<file path="config.mk">
export PLATFORM = sky130hd
export DESIGN_NAME = uart_rx_array_collector
export DESIGN_NICKNAME = d
export VERILOG_FILES = /design/src/rtl/uart_pkg.sv /design/src/rtl/uart_byte_ram.sv /design/src/rtl/uart_rx_array_collector.sv
export SDC_FILE = /design/constraint.sdc
export NUM_CORES = 1
export LEC_CHECK = 0
export ABC_CLOCK_PERIOD_IN_PS = 2800
export CAP_MARGIN = 40
export CORE_MARGIN = 2
export CORE_UTILIZATION = 57
export CTS_CLUSTER_SIZE = 14
export DETAILED_ROUTE_END_ITERATION = 10
export GPL_TIMING_DRIVEN = 0
export PLACE_DENSITY = 0.76
export SYNTH_ARGS = -nofsm -noshare
export SYNTH_HDL_FRONTEND = slang
export SYNTH_SLANG_ARGS = --single-unit
export TNS_END_PERCENT = 30
</file>
<file path="constraint.sdc">
create_clock -name clk -period 2.8 [get_ports clk]
set_input_delay 0.42 -clock clk [delete_from_list [all_inputs] [get_ports clk]]
set_output_delay 0.42 -clock clk [all_outputs]
set_load 0.01 [all_outputs]
</file>
<file path="src/rtl/uart_pkg.sv">
// Shared UART definitions used by the receive-side array collector.
// Holds the byte width, the oversample ratio and the collector state encoding.
package uart_pkg;

  localparam int UART_BYTE_W  = 8;
  localparam int OVERSAMPLE   = 16;
  localparam int TIMEOUT_BITS = 10;

  typedef enum logic [1:0] {
    IDLE,
    COLLECT,
    DRAIN
  } state_t;

endpackage

</file>
<file path="src/rtl/uart_byte_ram.sv">
// Byte storage for one frame.
// One synchronous write port and one combinational read port.
module uart_byte_ram
  import uart_pkg::*;
#(
  parameter int DEPTH = 13,
  parameter int AW    = (DEPTH > 1) ? $clog2(DEPTH) : 1
) (
  input  logic                   clk,
  input  logic                   i_we,
  input  logic [AW-1:0]          i_waddr,
  input  logic [UART_BYTE_W-1:0] i_wdata,
  input  logic [AW-1:0]          i_raddr,
  output logic [UART_BYTE_W-1:0] o_rdata
);

  logic [UART_BYTE_W-1:0] r_mem [DEPTH];

  // NOTE: the array has no reset; every location is written before it is read, and a
  // reset here would stop the tools from mapping it onto RAM.
  always_ff @(posedge clk) begin
    if (i_we) r_mem[i_waddr] <= i_wdata;
  end

  assign o_rdata = r_mem[i_raddr];

endmodule

</file>
<file path="src/rtl/uart_rx_array_collector.sv">
// Gathers UART_Rx bytes into a frame closed by count or idle timeout,
// then streams the frame out in arrival order over a valid/ready port.
module uart_rx_array_collector
  import uart_pkg::*;
#(
  parameter int ARRAY_LEN     = 13,
  parameter int TIMEOUT_TICKS = TIMEOUT_BITS * OVERSAMPLE,
  parameter int LEN_W         = 8
) (
  input  logic                   clk,
  input  logic                   rst,
  input  logic                   pulse_rx,
  input  logic                   rx_val,
  input  logic [UART_BYTE_W-1:0] rx_data,
  output logic                   out_val,
  output logic [UART_BYTE_W-1:0] out_data,
  output logic                   out_last,
  input  logic                   out_rdy,
  output logic [LEN_W-1:0]       frame_len,
  output logic                   frame_to,
  output logic                   overrun
);

  localparam int                 CNT_W   = $clog2(TIMEOUT_TICKS + 1);
  localparam int                 RAM_AW  = (ARRAY_LEN > 1) ? $clog2(ARRAY_LEN) : 1;
  localparam logic [LEN_W-1:0]   LEN_MAX = LEN_W'(ARRAY_LEN);
  localparam logic [CNT_W-1:0]   TO_MAX  = CNT_W'(TIMEOUT_TICKS);

  state_t                 r_state, w_state_nxt;
  logic                   r_rx_val_d;
  logic [LEN_W-1:0]       r_wr_idx, r_rd_idx;
  logic [CNT_W-1:0]       r_idle_cnt;
  logic                   r_out_val, r_out_last, r_frame_to, r_overrun;
  logic [UART_BYTE_W-1:0] r_out_data;
  logic [LEN_W-1:0]       r_frame_len;

  logic                   w_capture;
  logic [LEN_W-1:0]       w_wr_idx_inc, w_rd_idx_inc, w_last_idx;
  logic [CNT_W-1:0]       w_idle_inc;
  logic [UART_BYTE_W-1:0] w_rd_data;
  logic w_wr_en, w_tick, w_close_cnt, w_close_to, w_present, w_advance, w_done, w_overrun;

  assign w_capture    = rx_val & ~r_rx_val_d;
  assign w_wr_idx_inc = r_wr_idx + LEN_W'(1);
  assign w_rd_idx_inc = r_rd_idx + LEN_W'(1);
  assign w_last_idx   = r_frame_len - LEN_W'(1);
  assign w_idle_inc   = (r_idle_cnt == TO_MAX) ? r_idle_cnt : r_idle_cnt + CNT_W'(1);

  uart_byte_ram #(
    .DEPTH (ARRAY_LEN),
    .AW    (RAM_AW)
  ) u_ram (
    .clk     (clk),
    .i_we    (w_wr_en),
    .i_waddr (r_wr_idx[RAM_AW-1:0]),
    .i_wdata (rx_data),
    // While a beat is presented, look ahead to the next byte so beats can go back to back.
    .i_raddr (r_out_val ? w_rd_idx_inc[RAM_AW-1:0] : r_rd_idx[RAM_AW-1:0]),
    .o_rdata (w_rd_data)
  );

  always_ff @(posedge clk or negedge rst) begin
    if (!rst) r_state <= IDLE;
    else      r_state <= w_state_nxt;
  end

  // NOTE: every signal gets its default before the case so no path leaves one
  // unassigned, which would otherwise infer a latch.
  always_comb begin
    w_state_nxt = r_state;
    w_wr_en     = 1'b0;
    w_tick      = 1'b0;
    w_close_cnt = 1'b0;
    w_close_to  = 1'b0;
    w_present   = 1'b0;
    w_advance   = 1'b0;
    w_done      = 1'b0;
    w_overrun   = 1'b0;
    case (r_state)
      IDLE: begin
        if (w_capture) begin
          w_wr_en     = 1'b1;
          w_state_nxt = COLLECT;
        end
      end
      COLLECT: begin
        if (w_capture) begin
          w_wr_en = 1'b1;
          if (w_wr_idx_inc == LEN_MAX) begin
            w_close_cnt = 1'b1;
            w_state_nxt = DRAIN;
          end
        end else if (pulse_rx) begin
          w_tick = 1'b1;
          if (w_idle_inc == TO_MAX) begin
            w_close_to  = 1'b1;
            w_state_nxt = DRAIN;
          end
        end
      end
      DRAIN: begin
        w_overrun = w_capture;
        if (!r_out_val) begin
          w_present = 1'b1;
        end else if (out_rdy) begin
          if (r_out_last) begin
            w_done      = 1'b1;
            w_state_nxt = IDLE;
          end else begin
            w_advance = 1'b1;
          end
        end
      end
      default: w_state_nxt = IDLE;
    endcase
  end

  // NOTE: registers use non-blocking assignments so every flop samples the
  // pre-edge values, independent of statement order.
  always_ff @(posedge clk or negedge rst) begin
    if (!rst) begin
      r_rx_val_d  <= 1'b0;
      r_wr_idx    <= '0;
      r_rd_idx    <= '0;
      r_idle_cnt  <= '0;
      r_out_val   <= 1'b0;
      r_out_data  <= '0;
      r_out_last  <= 1'b0;
      r_frame_len <= '0;
      r_frame_to  <= 1'b0;
      r_overrun   <= 1'b0;
    end else begin
      r_rx_val_d <= rx_val;
      r_overrun  <= w_overrun;
      if (w_wr_en) begin
        r_wr_idx   <= w_wr_idx_inc;
        r_idle_cnt <= '0;
      end else if (w_tick) begin
        r_idle_cnt <= w_idle_inc;
      end
      if (w_close_cnt) begin
        r_frame_len <= LEN_MAX;
        r_frame_to  <= 1'b0;
      end else if (w_close_to) begin
        r_frame_len <= r_wr_idx;
        r_frame_to  <= 1'b1;
      end
      if (w_present) begin
        r_out_val  <= 1'b1;
        r_out_data <= w_rd_data;
        r_out_last <= (r_rd_idx == w_last_idx);
      end else if (w_advance) begin
        r_rd_idx   <= w_rd_idx_inc;
        r_out_data <= w_rd_data;
        r_out_last <= (w_rd_idx_inc == w_last_idx);
      end else if (w_done) begin
        r_out_val  <= 1'b0;
        r_out_last <= 1'b0;
        r_wr_idx   <= '0;
        r_rd_idx   <= '0;
        r_idle_cnt <= '0;
      end
    end
  end

  assign out_val   = r_out_val;
  assign out_data  = r_out_data;
  assign out_last  = r_out_last;
  assign frame_len = r_frame_len;
  assign frame_to  = r_frame_to;
  assign overrun   = r_overrun;

endmodule

</file>
Word level (Yosys, flattened, before mapping). Memories as Yosys holds them, arrays and structs flattened. Cells that the tools add are included.

Memories: 1. Bits in latches: 0. Word-level logic and storage cells: 102. Input bits: 13. Bits in read-only memories: 0. Output and inout port bits: 20. Memory bits (writable): 104. Bits in registers: 47.

$lt $le $gt $ge: 0. Shift operators: 0. Bitwise gates (word level): 3. Add/subtract/negate cells: 4. Multipliers: 0. Reduce and logical (&&, ||, !) cells: 10. Mux-type cells: 58. Equality and inequality tests: 15. Divide/modulo/power cells: 0.

Memories: u_ram.r_mem (depth 13, width 8, read ports 1, clocked after Yosys merged registers in 0, wr ports 1, RTL line uart_byte_ram.sv:17) `logic [UART_BYTE_W-1:0] r_mem [DEPTH];`.

Operator list (count): 8-bit 2-to-1 mux (16); 1-bit 2-to-1 mux (32); 8-bit by 1-bit adder with 8-bit output (second input constant) (3); 8-bit == test (2); 8-bit == test (second input constant) (2); 2-bit 2-to-1 mux (8); 2-bit inequality test (second input constant) (5); 3-bit inequality test (second input constant) (3); 8-bit by 4-bit == test with 1-bit output (second input constant) (1); 2-bit nonzero test (4); 8-bit by 1-bit subtractor with 8-bit output (second input constant) (1); 7-bit AND reduction (1); 2-bit case mux with 3 select lines (1); 4-bit 2-to-1 mux (1); 2-bit AND reduction (2); 3-bit nonzero test (1); 2-bit by 1-bit == test with 1-bit output (second input constant) (1); 2-bit == test (second input constant) (1); 2-bit zero test (1); 1-bit inverter (2); 2-bit OR reduction (1); 1-bit AND (1).

Depth between registers and ports, before layout. Gate-level depths: netlist (run 1).

Word-level depth: 9. Mapped depth: 9. Gate-level depth less buffers: 8.

Hierarchy. Synthesis (run 1) repeated with hierarchy kept, for this count alone.

Cell total of the unflattened synthesis: 504. Area, all modules: 6972.9 µm².

By module, submodules not included: uart_byte_ram (cells each 184, instances 1, area each 4066.4 µm²); uart_rx_array_collector (cells each 320, instances 1, area each 2906.5 µm²).

Worst setup path after synthesis (run 1). OpenSTA, ideal clock, no wires.

Path kind: reg-to-reg. Start: register r_state[1]. End: memory u_ram.r_mem[3][0], enable pin. Data arrival time: 1.742 ns. Clock period less this slack: 2.125 ns. Data required time: 2.417 ns. Cell stages (with the launch flop): 4. Path slack: 0.675 ns. Buffers on the path: 0. Cell sequence: dfrtp_1 > nor3b_1 > nand2_1 > nor3_1.

Cells in the longest elaborated chain, start to end: 5.

RTL lines: from (decl) (RTL line uart_rx_array_collector.sv:29) `state_t r_state, w_state_nxt;`; from (signal assigned) (RTL line uart_rx_array_collector.sv:64) `else r_state <= w_state_nxt;`; 2-bit by 1-bit == test with 1-bit output / 2-bit zero test (equally long branches) (RTL line uart_rx_array_collector.sv:79) `case (r_state)`; 2-bit OR reduction (no line) *; 1-bit 2-to-1 mux *; 1-bit 2-to-1 mux * (RTL line uart_byte_ram.sv:22) `if (i_we) r_mem[i_waddr] <= i_wdata;`; 1-bit 2-to-1 mux (not written as such) * (RTL line uart_byte_ram.sv:22); to (decl) (RTL line uart_byte_ram.sv:17).

Mark *: on every way between the ends. The rest lies on a longest branch, timed or not.

Final worst setup path (run 1).
Start: register r_rd_idx[1]. End: register r_out_data[1] (netlist: out_data[1]).

Cells in the longest elaborated chain, start to end: 5.

RTL lines: from (decl) (RTL line uart_rx_array_collector.sv:31) `logic [LEN_W-1:0] r_wr_idx, r_rd_idx;`; from (signal assigned) (RTL line uart_rx_array_collector.sv:153) `r_rd_idx <= w_rd_idx_inc;`; 8-bit by 1-bit adder with 8-bit output (RTL line uart_rx_array_collector.sv:45) `assign w_rd_idx_inc = r_rd_idx + LEN_W'(1);`; 4-bit 2-to-1 mux * (RTL line uart_rx_array_collector.sv:58) `.i_raddr (r_out_val ? w_rd_idx_inc[RAM_AW-1:0] : r_rd_idx[RAM_AW-1:0]),`; memory 13 x 8 bit *; 8-bit 2-to-1 mux (RTL line uart_rx_array_collector.sv:152) `end else if (w_advance) begin`; 8-bit 2-to-1 mux * (RTL line uart_rx_array_collector.sv:148) `if (w_present) begin`; to (signal assigned) (RTL line uart_rx_array_collector.sv:150) `r_out_data <= w_rd_data;`; to (signal assigned) (RTL line uart_rx_array_collector.sv:154) `r_out_data <= w_rd_data;`; to (decl) (RTL line uart_rx_array_collector.sv:34) `logic [UART_BYTE_W-1:0] r_out_data;`.

Mark *: on every way between the ends. The rest lies on a longest branch, timed or not. The select of a mux whose other input is x is not followed. A chain may end at the register's enable or synchronous reset.

==> out/results.ini, run 1 <==
[clock_tree]
post_cts_buffers = 0
htree_levels = 4
cts_tree = done
cts_buffers = 17
clock_sinks = 151
clk_pin_slew_ns = 0.06
clockBufferDepth = 2
clock_latency_ns = 0.43
cts_root_buf = clkbuf_16

[routing]
routed_wl_um = 14800
drc = 0
drtPass1Iterations = 5
via_count = 4575
drt-initial-drc-count = 379
ant_nets = 0
wl_per_cell_um = 19.7
vias_per_cell = 6.08

[finish]
instances_no_fill = 752
syn2layout_area_growth_pct = 17.2
fillers = 811
finalInstanceArea_mm2 = 0.00813
seq_area_mm2 = 0.00430
layout_commonest_cell = edfxtp_1
drive_gt1_share_pct = 15.0
most-common-layout-cells = edfxtp_1, nand2_1, dfrtp_1, nor2_1, clkdlybuf4s50_1
n_antenna_cell = 0
multi_input_area_mm2 = 0.00245
nets = 614

[die]
io_pins = 33
core-area_mm2 = 0.0120
initial_utilization_pct = 58.0
die_w_um = 114
die_area_mm2 = 0.0131
die_y_um = 114
fp-row-count = 40

[setup_path]
cp_slowest_cell = clkbuf_1
crit_required_ns = 3.11
reg2reg_from = r_rd_idx[1]
critical_path_arrival_ns = 2.94
worstPathCellList = ha_1 > mux2i_2 > clkbuf_1 > mux4_2 > nand2_1 > a31oi_1
crit_path_end_kind = flip-flop
path_class = flip-flop to flip-flop
max_stage_delay_ns = 0.60
critPathMaxFanout = 10
crit_end = out_data[1]
rrSetupSlack_ns = 0.17
reg2reg_to = out_data[1]
r2r_cells = 6
cp-start-kind = flip-flop
worstSetupStartpoint = r_rd_idx[1]

[synthesis]
synthCells = 531
synth-edff-count = 104
netlist_area_mm2 = 0.00694
syn-num-nets = 553
ys_async_sr_fraction_pct = 31.1
seq_area_frac_synth_pct = 62.0
ys_ff_latch = 151
ys_types = 64
ys_warn_count = 0
syn_area_per_cell_um2 = 13.1
ys.flop_type = edfxtp_1

[global_route]
met2_usage_pct = 41.0
grt_pass1_vias = 4536
use_met1_pct = 33.7
grt.busiest_layer = met2
grt_usage_pct = 24.9
grt_overflow = 0
met3_usage_pct = 4.92
antenna_found_initial = 0
grt_start_max_net_pins = 38
grt_first_pass_wirelength_um = 24300

[sta]
rsz0062_at_grt = false
finalWorstSetupSlack_ns = 0.168
fin_tns_setup_ns = 0
drv_slew = 0
hold_viol = 0
fin_crit_sh_pct = 94.0
tightest_slew_ns = 0.858
finalSetupViolCount = 0
slew_headroom_pct = 42.3
fmax_ghz = 0.380
fin_skew_ns = 0.00972
fin_crit_ns = 2.63

[pwr]
internal-power_mw = 4.25
power_density_mw_per_mm2 = 696
switching_share_pct = 24.8
seqPwrFrac_pct = 45.9
power_mw = 5.66
combPwrFrac_pct = 13.3
peakVddDrop_mv = 0.403
p_switching_mw = 1.41
p_leak_nw = 2.95
p_clk_share_pct = 40.8

[place]
dp.cells = 717
place_congestion = 0.839
pre_cts_ws_ns = -0.540
port_buffers = 32
placed_cell_area_mm2 = 0.00749
hpwlAfterDp_um = 9850

[job]
cap_viol_max_count = 0

[hold_path]
hold_path.class = input port to async pin

[status]
status = completed

[what timing repair did]
action / CTS / global route
endpoints found under the hold margin: 10 / 0
endpoints found under the setup margin: 6 / 0
hold buffers: 1 / 0
gates resized for setup: 2 / 0
[layer usage]
metal	vias up	share of wire (%)
met3	19	5.1
met5	-	0
met2	140	50
met4	0	1.4
li1	2103	-
met1	2313	43
[logic make-up after synthesis]
kind of cell | synth area share, %
buf+inv | 2.85
compound gates | 7.31
flops | 62.0
fa+ha+maj | 1.62
mux | 9.61
xor+xnor | 4.35
simple gates | 12.3
[flip-flops by register name, indices dropped and copies added, names as in the netlist, 2 cells and up]
signal / count
out_data: 8
r_state: 2
r_wr_idx: 8
u_ram.r_mem: 104
r_rd_idx: 8
frame_len: 8
r_idle_cnt: 8
[synthesized netlist by cell type, drive strengths merged (12+ instances only)]
cell / count / area [um^2]
edfxtp: 104 / 3120
nand2: 67 / 251
dfrtp: 47 / 1180
nor2: 35 / 131
o21ai: 29 / 145
nand3: 25 / 130
mux4: 24 / 541
xnor2: 24 / 218
inv: 20 / 75.1
clkbuf: 16 / 60.1
nor3: 14 / 70.1
a31oi: 12 / 75.1
[per-stage QoR]
step | utilization, % | hold WS [ns]
2_1_floorplan | - | 0.124
3_3_place_gp | 62.2 | 0.500
3_5_place_dp | 62.6 | 0.327
4_1_cts | 67.8 | 0.413
5_1_grt | 67.9 | 0.438
6_report | 67.9 | 0.412
[power by group through the flow]
stage | Combinational [mW] | Clock [mW] | Sequential (mW)
after floorplan | 0.483 | 0 | 2.63
after global placement | 0.709 | 0 | 2.63
final | 0.750 | 2.31 | 2.60
after global routing | 0.827 | 2.42 | 2.61
after detailed placement | 0.737 | 0 | 2.64
after CTS | 0.758 | 2.32 | 2.60
[worst max-delay path: cells and delay by family, from the launching register on]
kind / cells / cell delay (ns)
muxes: 2 / 0.85
buffers and inverters: 1 / 0.60
DFF: 1 / 0.48
adders and majority gates: 1 / 0.38
and+or+nand+nor: 1 / 0.10
AOI/OAI and AO/OA: 1 / 0.09
[area by class of cell]
type,instances,share of cell area (%)
Sequential cell,151,52.9
Multi-Input combinational cell,335,30.1
Clock buffer,19,5.33
Timing Repair Buffer,42,4.86
Tap cell,147,2.26
Clock inverter,13,2.08
Buffer,25,1.51
Inverter,20,0.924
[how the worst min path moves through the flow]
stage                          to  slack [ns]  startpoint
finish                r_wr_idx[1]        0.41         rst
global route          r_wr_idx[2]        0.44         rst
CTS                   r_wr_idx[1]        0.41         rst
detailed placement  r_idle_cnt[0]        0.33         rst
global placement         frame_to        0.50    frame_to
floorplan            frame_len[0]        0.12         rst
No activity file was read; power rests on OpenSTA's default activity.
==> inputs of run 2 (changes only) <==
--- a/config.mk
+++ b/config.mk
@@ -6,9 +6,9 @@
 export NUM_CORES = 1
 export LEC_CHECK = 0
 export ABC_CLOCK_PERIOD_IN_PS = 2800
-export CAP_MARGIN = 40
 export CORE_MARGIN = 2
 export CORE_UTILIZATION = 57
+export CTS_BUF_LIST = sky130_fd_sc_hd__clkbuf_16
 export CTS_CLUSTER_SIZE = 14
 export DETAILED_ROUTE_END_ITERATION = 10
 export GPL_TIMING_DRIVEN = 0
==> out/results.ini, run 2 (synthesis results as in run 1) <==
[finish]
post-route-util_pct = 67.9  ; about the same
n_antenna_cell = 0  ; unchanged
largest_reg_flops = 104  ; unchanged
fillers = 820  ; was 811
syn2layout_area_growth_pct = 17.1  ; was 17.2%
drive_gt1_share_pct = 14.9  ; was 15.0%
multi_input_area_mm2 = 0.00247  ; was 0.00245 mm^2
seq_area_mm2 = 0.00430  ; unchanged
most-common-layout-cells = edfxtp_1, nand2_1, dfrtp_1, nor2_1, clkdlybuf4s50_1  ; unchanged
layout_commonest_cell = edfxtp_1  ; unchanged
instances_no_fill = 744  ; was 752
nets = 606  ; was 614
regMostFlops = u_ram.r_mem  ; unchanged

[sta]
rsz0062_at_grt = false  ; unchanged
fin_crit_ns = 2.68  ; was 2.63 ns
fin_tns_setup_ns = 0  ; unchanged
tightest_slew_ns = 1.02  ; was 0.858 ns
fmax_ghz = 0.373  ; was 0.380 GHz
slew_headroom_pct = 31.5  ; was 42.3%
drv_slew = 0  ; unchanged
finalWorstSetupSlack_ns = 0.121  ; was 0.168 ns
hold_viol = 0  ; unchanged
finalSetupViolCount = 0  ; unchanged
fin_skew_ns = 0.00868  ; was 0.00972 ns
fin_crit_sh_pct = 95.7  ; was 94.0%

[die]
fp-row-count = 40  ; unchanged
initial_utilization_pct = 58.0  ; unchanged
core-area_mm2 = 0.0120  ; unchanged
die_y_um = 114  ; unchanged
io_pins = 33  ; unchanged
die_w_um = 114  ; unchanged
die_area_mm2 = 0.0131  ; unchanged

[routing]
vias_per_cell = 6.00  ; was 6.08
ant_nets = 0  ; unchanged
via_count = 4461  ; was 4,575
top_layer = met4  ; unchanged
met3RoutedLength_um = 703  ; was 763 um
routed_wl_um = 14500  ; was 14,800 um
wl_per_cell_um = 19.4  ; was 19.7 um
drtPass1Iterations = 5  ; unchanged
drc = 0  ; unchanged
wl_met1_um = 6380  ; was 6440 um
drt-initial-drc-count = 384  ; was 379
wl_met2_um = 7180  ; was 7410 um

[pwr]
power_mw = 5.75  ; was 5.66 mW
peakVddDrop_mv = 0.415  ; was 0.403 mV
p_leak_nw = 2.94  ; was 2.95 nW
power_density_mw_per_mm2 = 708  ; was 696 mW/mm^2

[setup_path]
critPathBufInv = 1  ; unchanged
critical_path_arrival_ns = 2.93  ; was 2.94 ns
max_stage_delay_ns = 0.57  ; was 0.60 ns
cp_slowest_cell = clkbuf_1  ; unchanged
crit_required_ns = 3.05  ; was 3.11 ns
reg2reg_to = out_data[2]  ; was out_data[1]
critPathMaxFanout = 10  ; unchanged
r2r_cells = 6  ; unchanged
cp-start-kind = flip-flop  ; unchanged
path_class = flip-flop to flip-flop  ; unchanged
rrSetupSlack_ns = 0.12  ; was 0.17 ns
crit_path_end_kind = flip-flop  ; unchanged
reg2reg_from = r_rd_idx[1]  ; unchanged
worstPathCellList = ha_1 > mux2i_2 > clkbuf_1 > mux4_2 > nand2_1 > a31oi_1  ; unchanged
crit_family = multiplexers  ; unchanged

[global_route]
grt_start_max_net_pins = 40  ; was 38
grt_first_pass_wirelength_um = 23600  ; was 24,300 um
grt_pass1_vias = 4524  ; was 4,536
antenna_found_initial = 0  ; unchanged
grt_overflow = 0  ; unchanged
grt_usage_pct = 24.2  ; was 24.9%

[place]
place_congestion = 0.839  ; unchanged
port_buffers = 32  ; unchanged
pre_cts_ws_ns = -0.613  ; was -0.540 ns
hpwlAfterDp_um = 9680  ; was 9850 um
dp.cells = 711  ; was 717

[clock_tree]
clock_latency_ns = 0.43  ; about the same
clk_pin_slew_ns = 0.06  ; about the same
clock_sinks = 151  ; unchanged
post_cts_buffers = 0  ; unchanged
cts_root_buf = clkbuf_16  ; unchanged
cts_tree = done  ; unchanged
cts_buffers = 17  ; unchanged
clockBufferDepth = 2  ; unchanged
htree_levels = 4  ; unchanged

[status]
status = completed  ; unchanged

[job]
cap_viol_max_count = 0  ; unchanged

[hold_path]
hold_path.class = input port to async pin  ; unchanged

## run 2: changes by cell type in the layout (fill, tap and decap cells not counted), moves of 2 or more
cell,before,now
nor3_1,12,10
buf_2,10,6
inv_1,20,22
buf_4,6,2
nor2_2,0,2
clkbuf_1,18,16
nor3_2,2,4
nor2_1,35,33
## run 2: layout make-up
cell class / count / area share, %
flip-flops and latches: 151 / 52.9
multi-input cells: 335 / 30.4
clock buffers: 17 / 5.24
repair buffers: 34 / 4.25
clock inverters: 15 / 2.46
well taps: 147 / 2.26
plain buffers: 25 / 1.51
inverters: 20 / 0.924
## run 2: power breakdown
group / leakage, nW / internal (mW) / switching, mW
sequential: 1.51 / 2.51 / 0.0869
combinational: 1.13 / 0.328 / 0.410
clock: 0.307 / 1.49 / 0.921
## run 2: worst max path at each step
stage	from	endpoint	slack (ns)	depth (start not counted)
after floorplan	r_state[1]	u_ram.r_mem[3][0]	0.67	3
after CTS	rx_val	u_ram.r_mem[11][6]	0.09	4
after detailed placement	rx_val	u_ram.r_mem[3][3]	-0.61	4
after global routing	r_rd_idx[1]	out_data[2]	0.03	6
after global placement	rx_val	u_ram.r_mem[3][1]	-0.58	4
final	r_rd_idx[1]	out_data[2]	0.12	6
## run 2: through the flow
step,area [um^2],hold WS (ns)
6_report,8120,0.388
3_5_place_dp,7460,0.298
2_1_floorplan,6940,0.124
3_3_place_gp,7440,0.500
5_1_grt,8120,0.406
4_1_cts,8110,0.377
## run 2: repair_timing
| item | in CTS | in global routing |
|---|---|---|
| hold buffers | 1 | 0 |
| endpoints found under the setup margin | 32 | 25 |
| resized for setup | 4 | 3 |
| endpoints found under the hold margin | 8 | 0 |
| cloned | 0 | 0 |
## run 2: routing by layer
metal | track usage, % | vias up
li1 | - | 2073
met1 | 33.5 | 2253
met2 | 38.7 | 117
met3 | 5.66 | 18
met4 | 7.80 | 0
met5 | 0 | -
